===== src/rtl/bcd_to_bin_seq_if.sv =====
// rtl/bcd_to_bin_seq_if.sv - start/done handshake and operand/result bundle for bcd_to_bin_seq
interface bcd_to_bin_seq_if #(
    parameter int NDIGITS = 3,
    parameter int BIN_W   = 10
);
    logic                   start;
    logic [4*NDIGITS-1:0]   bcd_in;
    logic                   busy;
    logic                   done;
    logic                   err;
    logic [BIN_W-1:0]       bin_out;

    modport master (
        output start,
        output bcd_in,
        input  busy,
        input  done,
        input  err,
        input  bin_out
    );

    modport slave (
        input  start,
        input  bcd_in,
        output busy,
        output done,
        output err,
        output bin_out
    );
endinterface


===== src/rtl/bcd_to_bin_seq.sv =====
// rtl/bcd_to_bin_seq.sv - packed BCD to binary converter, reverse double-dabble, one bit per clock
module bcd_to_bin_seq #(
    parameter int NDIGITS = 3,
    parameter int BIN_W   = 10
) (
    input  logic          i_clk,
    input  logic          i_rst_n,
    bcd_to_bin_seq_if.slave bus
);
    localparam int BCD_W = 4 * NDIGITS;
    localparam int SR_W  = BCD_W + BIN_W;
    localparam int CNT_W = $clog2(BIN_W) + 1;

    typedef enum logic {
        IDLE,
        SHIFT
    } state_t;

    state_t            r_state;
    logic [SR_W-1:0]   r_sr;
    logic [CNT_W-1:0]  r_cnt;
    logic              r_busy;
    logic              r_done;
    logic              r_err;
    logic [BIN_W-1:0]  r_bin;

    logic [SR_W-1:0]   w_shift;
    logic [SR_W-1:0]   w_next;
    logic              w_invalid;
    logic              w_last;

    // Shift right, then pull every BCD digit that went >= 8 back by 3, all digits in parallel.
    always_comb begin
        w_shift = r_sr >> 1;
        w_next  = w_shift;
        for (int d = 0; d < NDIGITS; d++) begin
            if (w_shift[BIN_W + 4*d +: 4] >= 4'd8) begin
                w_next[BIN_W + 4*d +: 4] = w_shift[BIN_W + 4*d +: 4] - 4'd3;
            end
        end
    end

    always_comb begin
        w_invalid = 1'b0;
        for (int d = 0; d < NDIGITS; d++) begin
            if (bus.bcd_in[4*d +: 4] > 4'd9) begin
                w_invalid = 1'b1;
            end
        end
    end

    assign w_last = (r_cnt == CNT_W'(BIN_W - 1));

    always_ff @(posedge i_clk or negedge i_rst_n) begin
        if (!i_rst_n) begin
            r_state <= IDLE;
            r_sr    <= '0;
            r_cnt   <= '0;
            r_busy  <= 1'b0;
            r_done  <= 1'b0;
            r_err   <= 1'b0;
            r_bin   <= '0;
        end else begin
            r_done <= 1'b0;
            r_err  <= 1'b0;
            case (r_state)
                IDLE: begin
                    if (bus.start) begin
                        if (w_invalid) begin
                            r_done <= 1'b1;
                            r_err  <= 1'b1;
                            r_bin  <= '0;
                        end else begin
                            r_sr    <= {bus.bcd_in, {BIN_W{1'b0}}};
                            r_cnt   <= '0;
                            r_state <= SHIFT;
                            r_busy  <= 1'b1;
                        end
                    end
                end
                SHIFT: begin
                    r_sr  <= w_next;
                    r_cnt <= r_cnt + 1'b1;
                    if (w_last) begin
                        r_bin   <= w_next[BIN_W-1:0];
                        r_done  <= 1'b1;
                        r_state <= IDLE;
                        r_busy  <= 1'b0;
                    end
                end
                default: begin
                    r_state <= IDLE;
                    r_busy  <= 1'b0;
                end
            endcase
        end
    end

    assign bus.busy    = r_busy;
    assign bus.done    = r_done;
    assign bus.err     = r_err;
    assign bus.bin_out = r_bin;
endmodule


===== src/flat_wrapper.sv =====
// flat-port wrapper written by rule: the top's interface ports become plain ports
module bcd_to_bin_seq_flat 
#(
    parameter int NDIGITS = 3,
    parameter int BIN_W   = 10
)
  (i_clk, i_rst_n, bus_start, bus_bcd_in, bus_busy, bus_done, bus_err, bus_bin_out);
  bcd_to_bin_seq_if #(.NDIGITS(NDIGITS), .BIN_W(BIN_W)) bus_i ();
  input  logic i_clk;
  input  logic i_rst_n;
  input wire logic [$bits(bus_i.start)-1:0] bus_start;
  input wire logic [$bits(bus_i.bcd_in)-1:0] bus_bcd_in;
  output wire logic [$bits(bus_i.busy)-1:0] bus_busy;
  output wire logic [$bits(bus_i.done)-1:0] bus_done;
  output wire logic [$bits(bus_i.err)-1:0] bus_err;
  output wire logic [$bits(bus_i.bin_out)-1:0] bus_bin_out;
  assign bus_i.start = bus_start;
  assign bus_i.bcd_in = bus_bcd_in;
  assign bus_busy = bus_i.busy;
  assign bus_done = bus_i.done;
  assign bus_err = bus_i.err;
  assign bus_bin_out = bus_i.bin_out;
  bcd_to_bin_seq #(.NDIGITS(NDIGITS), .BIN_W(BIN_W)) u_core (.i_clk(i_clk), .i_rst_n(i_rst_n), .bus(bus_i));
endmodule

===== config.mk =====
export PLATFORM = sky130hd
export DESIGN_NAME = bcd_to_bin_seq_flat
export DESIGN_NICKNAME = d
export VERILOG_FILES = /design/src/rtl/bcd_to_bin_seq_if.sv /design/src/rtl/bcd_to_bin_seq.sv /design/src/flat_wrapper.sv
export SDC_FILE = /design/constraint.sdc
export NUM_CORES = 1
export LEC_CHECK = 0
export CELL_PAD_IN_SITES_DETAIL_PLACEMENT = 0
export CELL_PAD_IN_SITES_GLOBAL_PLACEMENT = 2
export CORE_MARGIN = 10
export CORE_UTILIZATION = 36
export DETAILED_ROUTE_END_ITERATION = 8
export GPL_TIMING_DRIVEN = 0
export PLACE_DENSITY = 0.95
export SLEW_MARGIN = 5
export SYNTH_ARGS = -nofsm -noshare
export SYNTH_HDL_FRONTEND = slang
export SYNTH_SLANG_ARGS = --single-unit
export TNS_END_PERCENT = 10

===== constraint.sdc =====
create_clock -name i_clk -period 3.3 [get_ports i_clk]
set_input_delay 0.66 -clock i_clk [delete_from_list [all_inputs] [get_ports i_clk]]
set_output_delay 0.66 -clock i_clk [all_outputs]
set_load 0.01 [all_outputs]

* Word level (Yosys, flattened, before mapping)
Index checks and enable logic that the tools add are counted.
Widths: inputs -> output; s select.
** Storage, ports and cells
- Bits in latches :: 0
- ROM bits :: 0
- RAM bits :: 0
- Output and inout port bits :: 13
- Memories kept :: 0
- Word-level logic and storage cells :: 55
- Register bits :: 41
** Operators by class
- Bitwise gates (word level) :: 1
- Add/sub/neg operators :: 4
- Reduce and logical (&&, ||, !) cells :: 3
- Order comparisons :: 6
- Equality and inequality tests :: 5
- Divide/modulo/power cells :: 0
- Multipliers :: 0
- Shifts and indexed selects :: 0
- Multiplexer cells :: 29
** Operators with widths (count)
- $mux 22 :: 2
- $pmux 22 s2 :: 1
- $mux 10 :: 3
- $pmux 10 s2 :: 1
- $mux 1 :: 13
- $gt 4x4->1 const B :: 3
- $mux 4 :: 3
- $mux 5 :: 2
- $pmux 5 s2 :: 1
- $ge 4x4->1 const B :: 2
- $sub 4x2->4 const B :: 2
- $ne 2x2->1 const B :: 3
- $pmux 1 s2 :: 3
- $reduce_and 3->1 :: 2
- $add 5x1->5 const B :: 1
- $eq 5x4->1 const B :: 1
- $ge 3x4->1 const B :: 1
- $sub 3x2->4 const B :: 1
- $ne 2x1->1 const B :: 1
- $reduce_and 2->1 :: 1
- $not 1->1 :: 1

* Logic depth before layout (Yosys ltp)
Gate-level depths: netlist of run 1.
- Depth after elaboration :: 7
- Mapped depth :: 7

* Least setup slack after synthesis of run 1
Ideal clock, no wire load.
- Path kind :: input-to-reg
- Start point :: input port bus_bcd_in[1]
- End point :: register u_core.r_sr[12]
- Buffers on the path :: 1
- Arrival :: 1.511 ns
- Stages :: 5
- Slack :: 1.652 ns
- Path through :: o21ai_1 > and4_1 > buf_4 > mux2i_1 > mux2i_1
** On the way
- Longest elaborated chain between the ends :: 6
** Ends and longest elaborated chain
- start, declared :: RTL line flat_wrapper.sv:12 : input wire logic [$bits(bus_i.bcd_in)-1:0] bus_bcd_in;
- $gt 4x4->1 :: RTL line bcd_to_bin_seq.sv:46 : if (bus.bcd_in[4*d +: 4] > 4'd9) begin
- $mux 1 (3 in series) :: RTL line bcd_to_bin_seq.sv:46
- $ne 2x2->1 (no line)
- $reduce_and 2->1 (no line)
- end signal, assigned :: RTL line bcd_to_bin_seq.sv:74 : r_sr <= {bus.bcd_in, {BIN_W{1'b0}}};
- end signal, assigned :: RTL line bcd_to_bin_seq.sv:82 : r_sr <= w_next;
- end, declared :: RTL line bcd_to_bin_seq.sv:20 : logic [SR_W-1:0] r_sr;
No other way between the ends.
A chain may end at the register's enable or synchronous reset.

* Final worst setup path of run 1
- Start point :: input port bus_bcd_in[1]
- End point :: register u_core.r_sr[14]
The elaborated chain is that of the path after synthesis.

==> results of run 1 <==
metal layers:
metal  part of all wire, %  wire length [µm]  GRT usage, %
met1                    47              1960          13.1
met2                    47              1980          16.6
met3                   4.5               189          3.02
met4                   1.8                76          4.76
met5                     0                 0             0
cell usage in the layout, fill, tap and decap left out, types with 5 or more instances in the layout:
cell type        netlist  final
clkbuf_1               5      5
a21oi_1                6      6
inv_1                  8      8
o21ai_0               12     12
dfrtp_1               40     40
xnor2_1                6      6
a22o_1                10     10
ha_1                   6      6
mux2i_1                5      5
clkdlybuf4s50_1        0     26
nand2_1               45     45
clkbuf_8               0      6
synth_stat cells, drive strengths merged (3+ instances only):
| library cell | instances | area, µm² |
|---|---|---|
| nand2 | 45 | 169 |
| dfrtp | 40 | 1000 |
| o21ai | 15 | 75.1 |
| a22o | 10 | 87.6 |
| inv | 9 | 33.8 |
| a21oi | 6 | 30.0 |
| buf | 6 | 41.3 |
| ha | 6 | 75.1 |
| xnor2 | 6 | 52.6 |
| clkbuf | 5 | 18.8 |
| mux2i | 5 | 50.1 |
| a31oi | 4 | 25.0 |
| nor2 | 3 | 11.3 |
cells by family after synthesis:
logic type      Yosys count  share of synthesized area (%)
compound gates           47                           17.1
xor+xnor                  7                           3.27
fa+ha+maj                 6                           4.00
buf+inv                  20                           5.00
flops                    40                           53.3
mux                       5                           2.67
simple gates             59                           14.7
critical path: cells and delay by family:
kind | cells | cell delay [ps]
AO/OA/AOI/OAI | 2 | 450
AND/OR/NAND/NOR | 2 | 400
buffers and inverters | 2 | 700
flip-flops by register name (all words and copies together), names as in the netlist:
signal,cells
u_core.bus.done,1
u_core.bus.busy,1
u_core.bus.err,1
u_core.r_cnt,5
u_core.r_sr,21
u_core.bus.bin_out,10
u_core.r_state,1
cell type report:
| type | instances | share of cell area, % |
|---|---|---|
| repair buffers | 28 | 12.2 |
| plain buffers | 11 | 2.56 |
| clock buffers | 6 | 3.53 |
| multi-input cells | 124 | 33.4 |
| clock inverters | 2 | 0.427 |
| well taps | 70 | 3.74 |
| flip-flops and latches | 40 | 42.7 |
| inverters | 9 | 1.44 |
per-stage QoR:
| step | cells | power, mW | hold WS (ps) |
|---|---|---|---|
| detailed placement | 282 | 1.66 | 479 |
| global placement | 281 | 1.63 | 482 |
| floorplan | 184 | 1.36 | 364 |
| CTS | 290 | 2.00 | 167 |
| finish | 290 | 1.97 | 171 |
| global route | 290 | 2.15 | 161 |
worst paths after layout:
| path | slack (ps) | from | to |
|---|---|---|---|
| max | 1240 | bus_bcd_in[1] | u_core.r_sr[14] |
| max in group asynchronous | 2730 | i_rst_n | u_core.r_sr[18] |
| min in group i_clk | 500 | u_core.bus.bin_out[4] | u_core.bus.bin_out[4] |
| min | 170 | i_rst_n | u_core.r_sr[20] |
| min reg2reg | 500 | u_core.bus.bin_out[4] | u_core.bus.bin_out[4] |
| max reg2reg | 1800 | u_core.r_cnt[1] | u_core.bus.bin_out[1] |
power by group through the flow:
stage                     Combinational (mW)  Sequential [mW]  Clock (mW)
after detailed placement               0.780            0.880           0
after global placement                 0.753            0.877           0
final                                  0.764            0.872       0.337
after floorplan                        0.487            0.869           0
after global routing                   0.871            0.906       0.369
after CTS                              0.781            0.874       0.345
==> flow_summary.json, run 1 <==
{
  "wl_per_cell_um": 14.5,
  "syn_avg_cell_area_um2": 10.2,
  "die_y_um": 92.2,
  "worst_clock_skew_ps": 3.96,
  "cts_hold_buf": 0,
  "antenna_cells": 0,
  "finalWirelength_um": 4210,
  "antenna_found_initial": 0,
  "place_area_mm2": 0.00225,
  "internal_power_mw": 1.26,
  "cp-start-kind": "primary input",
  "rows": 26,
  "slew_headroom_pct": 63.3,
  "dpl.hpwl_um": 3020,
  "grt_pass1_vias": 1477,
  "rsz0062_at_grt": "no",
  "ioPinCount": 28,
  "initial_core_util_pct": 37.0,
  "setup_violations": 0,
  "cts_sinks": 40,
  "preCtsSetupSlack_ps": 925,
  "outcome": "completed",
  "fin_crit_sh_pct": 62.5,
  "cp_slowest_cell": "clkdlybuf4s50_1",
  "switching_share_pct": 36.2,
  "comb_power_share_pct": 38.7,
  "synth_cells": 184,
  "cts_buffers": 5,
  "clockRootBuffer": "clkbuf_8",
  "synth_nets": 205,
  "drt_iter0_drc": 72,
  "ant_nets": 0,
  "hp-class": "primary input to async pin",
  "core-area_mm2": 0.00507,
  "layout_setup_ws_ps": 1240,
  "yosys_warnings": 0,
  "final_area_mm2": 0.00234,
  "finalSetupTns_ps": 0,
  "p_leak_nw": 1.06,
  "ir_worst_vdd_uv": 334,
  "ys_ff_latch": 40,
  "clkLatencyLatePin_ps": 290,
  "cts_resized": 0,
  "io_buffers": 27,
  "overflow": 0,
  "fin_util_pct": 46.2,
  "pwr-share-seq_pct": 44.2,
  "drc": 0,
  "arrival_ps": 2210,
  "yosysSeqAreaShare_pct": 53.3,
  "async_flop_share_pct": 100,
  "synthesis.area_mm2": 0.00188,
  "finalCriticalPeriod_ps": 2060,
  "post_cts_buffers": 0,
  "crit_chain": "clkdlybuf4s50_1, o21ai_1, nand4_2, buf_2, nand2_1, a22oi_1",
  "cp-end-kind": "flop",
  "via_per_inst": 4.97,
  "clk_path_buf_depth": 2,
  "rr_worst_depth": 7,
  "cp_max_fo": 10,
  "ys_dominant_reg_cell": "dfrtp_1",
  "synth_edf_count": 0,
  "fill_cells": 520,
  "power.switching_mw": 0.715,
  "vias": 1440,
  "critical_path_required_ps": 3450,
  "tightest_slew_ps": 550,
  "clock.fmax_ghz": 0.485,
  "crit_type": "primary input to flop",
  "drtPass1Iterations": 4,
  "die_area_mm2": 0.00850,
  "multiInputGateArea_um2": 782,
  "max_stage_delay_ps": 420,
  "grt_usage_pct": 10.5,
  "syn_to_final_growth_pct": 24.8,
  "power.density_mw_per_mm2": 842,
  "clkPwrFrac_pct": 17.1,
  "grt_pass1_wl_um": 7310,
  "fin_nets": 240,
  "final_hold_viol_count": 0,
  "cts_tree": "done",
  "synth_cell_types": 34,
  "drv_cap": 0,
  "register_area_mm2": 0.00100,
  "cts_max_level": 2,
  "grt_max_degree": 38,
  "clk_pin_slew_ps": 70,
  "die_w_um": 92.2,
  "gp_congestion": 0.769,
  "final_max_slew_viol_count": 0,
  "drive_gt1_share_pct": 9.09
}
No activity file was read; power rests on OpenSTA's default activity.
==> run 2: changes to the inputs <==
--- a/config.mk
+++ b/config.mk
@@ -8,10 +8,10 @@
 export CELL_PAD_IN_SITES_DETAIL_PLACEMENT = 0
 export CELL_PAD_IN_SITES_GLOBAL_PLACEMENT = 2
 export CORE_MARGIN = 10
-export CORE_UTILIZATION = 36
+export CORE_UTILIZATION = 34
 export DETAILED_ROUTE_END_ITERATION = 8
 export GPL_TIMING_DRIVEN = 0
-export PLACE_DENSITY = 0.95
+export PLACE_DENSITY = 0.91
 export SLEW_MARGIN = 5
 export SYNTH_ARGS = -nofsm -noshare
 export SYNTH_HDL_FRONTEND = slang
==> constraint.sdc (replaced) <==
create_clock -name i_clk -period 2.02 [get_ports i_clk]
set_input_delay 0.404 -clock i_clk [delete_from_list [all_inputs] [get_ports i_clk]]
set_output_delay 0.404 -clock i_clk [all_outputs]
set_load 0.01 [all_outputs]
==> flow_summary.json, run 2 (synthesized netlist as in run 1, its figures left out) <==
{
  "outcome": "completed",
  "rr_worst_depth": 7,
  "post_cts_buffers": 0,
  "overflow": 0,
  "rows": 26,
  "hp-class": "primary input to async pin",
  "fin_util_pct": 45.3,
  "largest_register_ffs": 21,
  "regToRegSetupSlack_ps": 500,
  "tightest_slew_ps": 553,
  "clk_path_buf_depth": 2,
  "cts_sinks": 40,
  "syn_to_final_growth_pct": 26.3,
  "die_w_um": 94.3,
  "fin_nets": 241,
  "via_per_inst": 4.97,
  "crit_type": "primary input to flop",
  "clkPwrFrac_pct": 19.7,
  "die_area_mm2": 0.00889,
  "register_area_mm2": 0.00100,
  "fin_crit_sh_pct": 88.2,
  "clockRootBuffer": "clkbuf_8",
  "pwr-share-seq_pct": 42.5,
  "wl_per_cell_um": 14.7,
  "cts_max_level": 2,
  "crit_chain": "clkdlybuf4s50_1, o21ai_1, nand4_2, buf_2, nand2_1, o211ai_1",
  "power.density_mw_per_mm2": 1410,
  "finalWirelength_um": 4290,
  "antenna_found_initial": 0,
  "final_common_cell": "nand2_1",
  "clock.fmax_ghz": 0.562,
  "multiInputGateArea_um2": 782,
  "worstReg2RegStart": "u_core.r_cnt[1]",
  "die_y_um": 94.3,
  "power.switching_mw": 1.19,
  "grt_pass1_wl_um": 7180,
  "grt_usage_pct": 10.3,
  "final_cell_mix": "nand2_1 (45), dfrtp_1 (40), clkdlybuf4s50_1 (26)",
  "drv_cap": 0,
  "internal_power_mw": 2.15,
  "p_leak_nw": 1.07,
  "drt_iter0_drc": 67,
  "antenna_cells": 0,
  "finalSetupTns_ps": 0,
  "setup_violations": 0,
  "initial_core_util_pct": 35.8,
  "critical_path_required_ps": 2170,
  "worst_clock_skew_ps": 7.65,
  "final_max_slew_viol_count": 0,
  "ant_nets": 0,
  "preCtsSetupSlack_ps": -67.1,
  "max_stage_delay_ps": 420,
  "fill_cells": 512,
  "ir_worst_vdd_uv": 743,
  "core-area_mm2": 0.00524,
  "drive_gt1_share_pct": 9.05,
  "cp_slowest_cell": "clkdlybuf4s50_1",
  "clk_pin_slew_ps": 80,
  "grt_pass1_vias": 1435,
  "cp-start-kind": "primary input",
  "gp_congestion": 0.771,
  "finalCriticalPeriod_ps": 1780,
  "grt_max_degree": 34,
  "cp-end-kind": "flop",
  "clkLatencyLatePin_ps": 290,
  "cts_buffers": 5,
  "layout_setup_ws_ps": 239,
  "final_hold_viol_count": 0,
  "rsz0062_at_grt": "no",
  "cp_max_fo": 10,
  "vias": 1447,
  "arrival_ps": 1930,
  "slew_headroom_pct": 63.1,
  "r2r_end": "u_core.bus.bin_out[7]",
  "cts_tree": "done",
  "switching_share_pct": 35.7,
  "dpl.hpwl_um": 3080,
  "top_register": "u_core.r_sr",
  "io_buffers": 27,
  "comb_power_share_pct": 37.9,
  "ioPinCount": 28,
  "drc": 0,
  "drtPass1Iterations": 4
}
-- run 2: per-layer routing --
metal | GRT usage (%) | vias to the layer above | part of all wire, %
met1 | 12.8 | 720 | 48
met4 | 5.32 | 0 | 1.8
met2 | 16.1 | 13 | 47
met5 | 0 | - | 0
met3 | 2.40 | 5 | 2.8
li1 | - | 709 | -
-- run 2: power by group through the flow --
stage	sequential, mW	clock, mW	combinational, mW
after floorplan	1.42	0	0.796
after global placement	1.43	0	1.24
after detailed placement	1.43	0	1.28
after CTS	1.42	0.671	1.29
after global routing	1.47	0.707	1.45
final	1.42	0.657	1.27
-- run 2: timing repair --
item	4_1_cts	5_1_grt
hold buffers	1	0
setup endpoints to repair	0	0
resized for setup	0	0
endpoints found under the hold margin	7	0
-- run 2: cell type report --
class	instances	share of cell area, %
plain buffers	11	2.53
clock buffers	5	2.90
clock inverters	3	1.79
inverters	9	1.42
multi-input cells	124	33.0
flip-flops and latches	40	42.2
well taps	70	3.69
repair buffers	29	12.5
-- run 2: worst max-delay path by stage --
stage / startpoint / end / slack [ps] / cells past startpoint
detailed placement: bus_bcd_in[1] / u_core.r_sr[20] / -70 / 6
global route: bus_bcd_in[1] / u_core.r_sr[7] / 130 / 6
global placement: i_rst_n / u_core.bus.done / -520 / 1
CTS: bus_bcd_in[1] / u_core.r_sr[20] / 240 / 6
finish: bus_bcd_in[1] / u_core.r_sr[20] / 240 / 6
floorplan: bus_bcd_in[1] / u_core.r_sr[12] / 630 / 5
-- run 2: through the flow --
| stage | total power, mW | hold slack, ps | instances | cell area (µm²) |
|---|---|---|---|---|
| finish | 3.34 | 494 | 291 | 2370 |
| global route | 3.63 | 517 | 291 | 2370 |
| CTS | 3.38 | 495 | 291 | 2370 |
| detailed placement | 2.71 | 271 | 282 | 2250 |
| global placement | 2.67 | 482 | 281 | 2230 |
| floorplan | 2.21 | 108 | 184 | 1880 |
-- run 2: critical path, delay by kind of cell --
| kind | cells | cell delay (ps) |
|---|---|---|
| AND/OR/NAND/NOR | 2 | 410 |
| buffers and inverters | 2 | 720 |
| AO/OA/AOI/OAI | 2 | 400 |
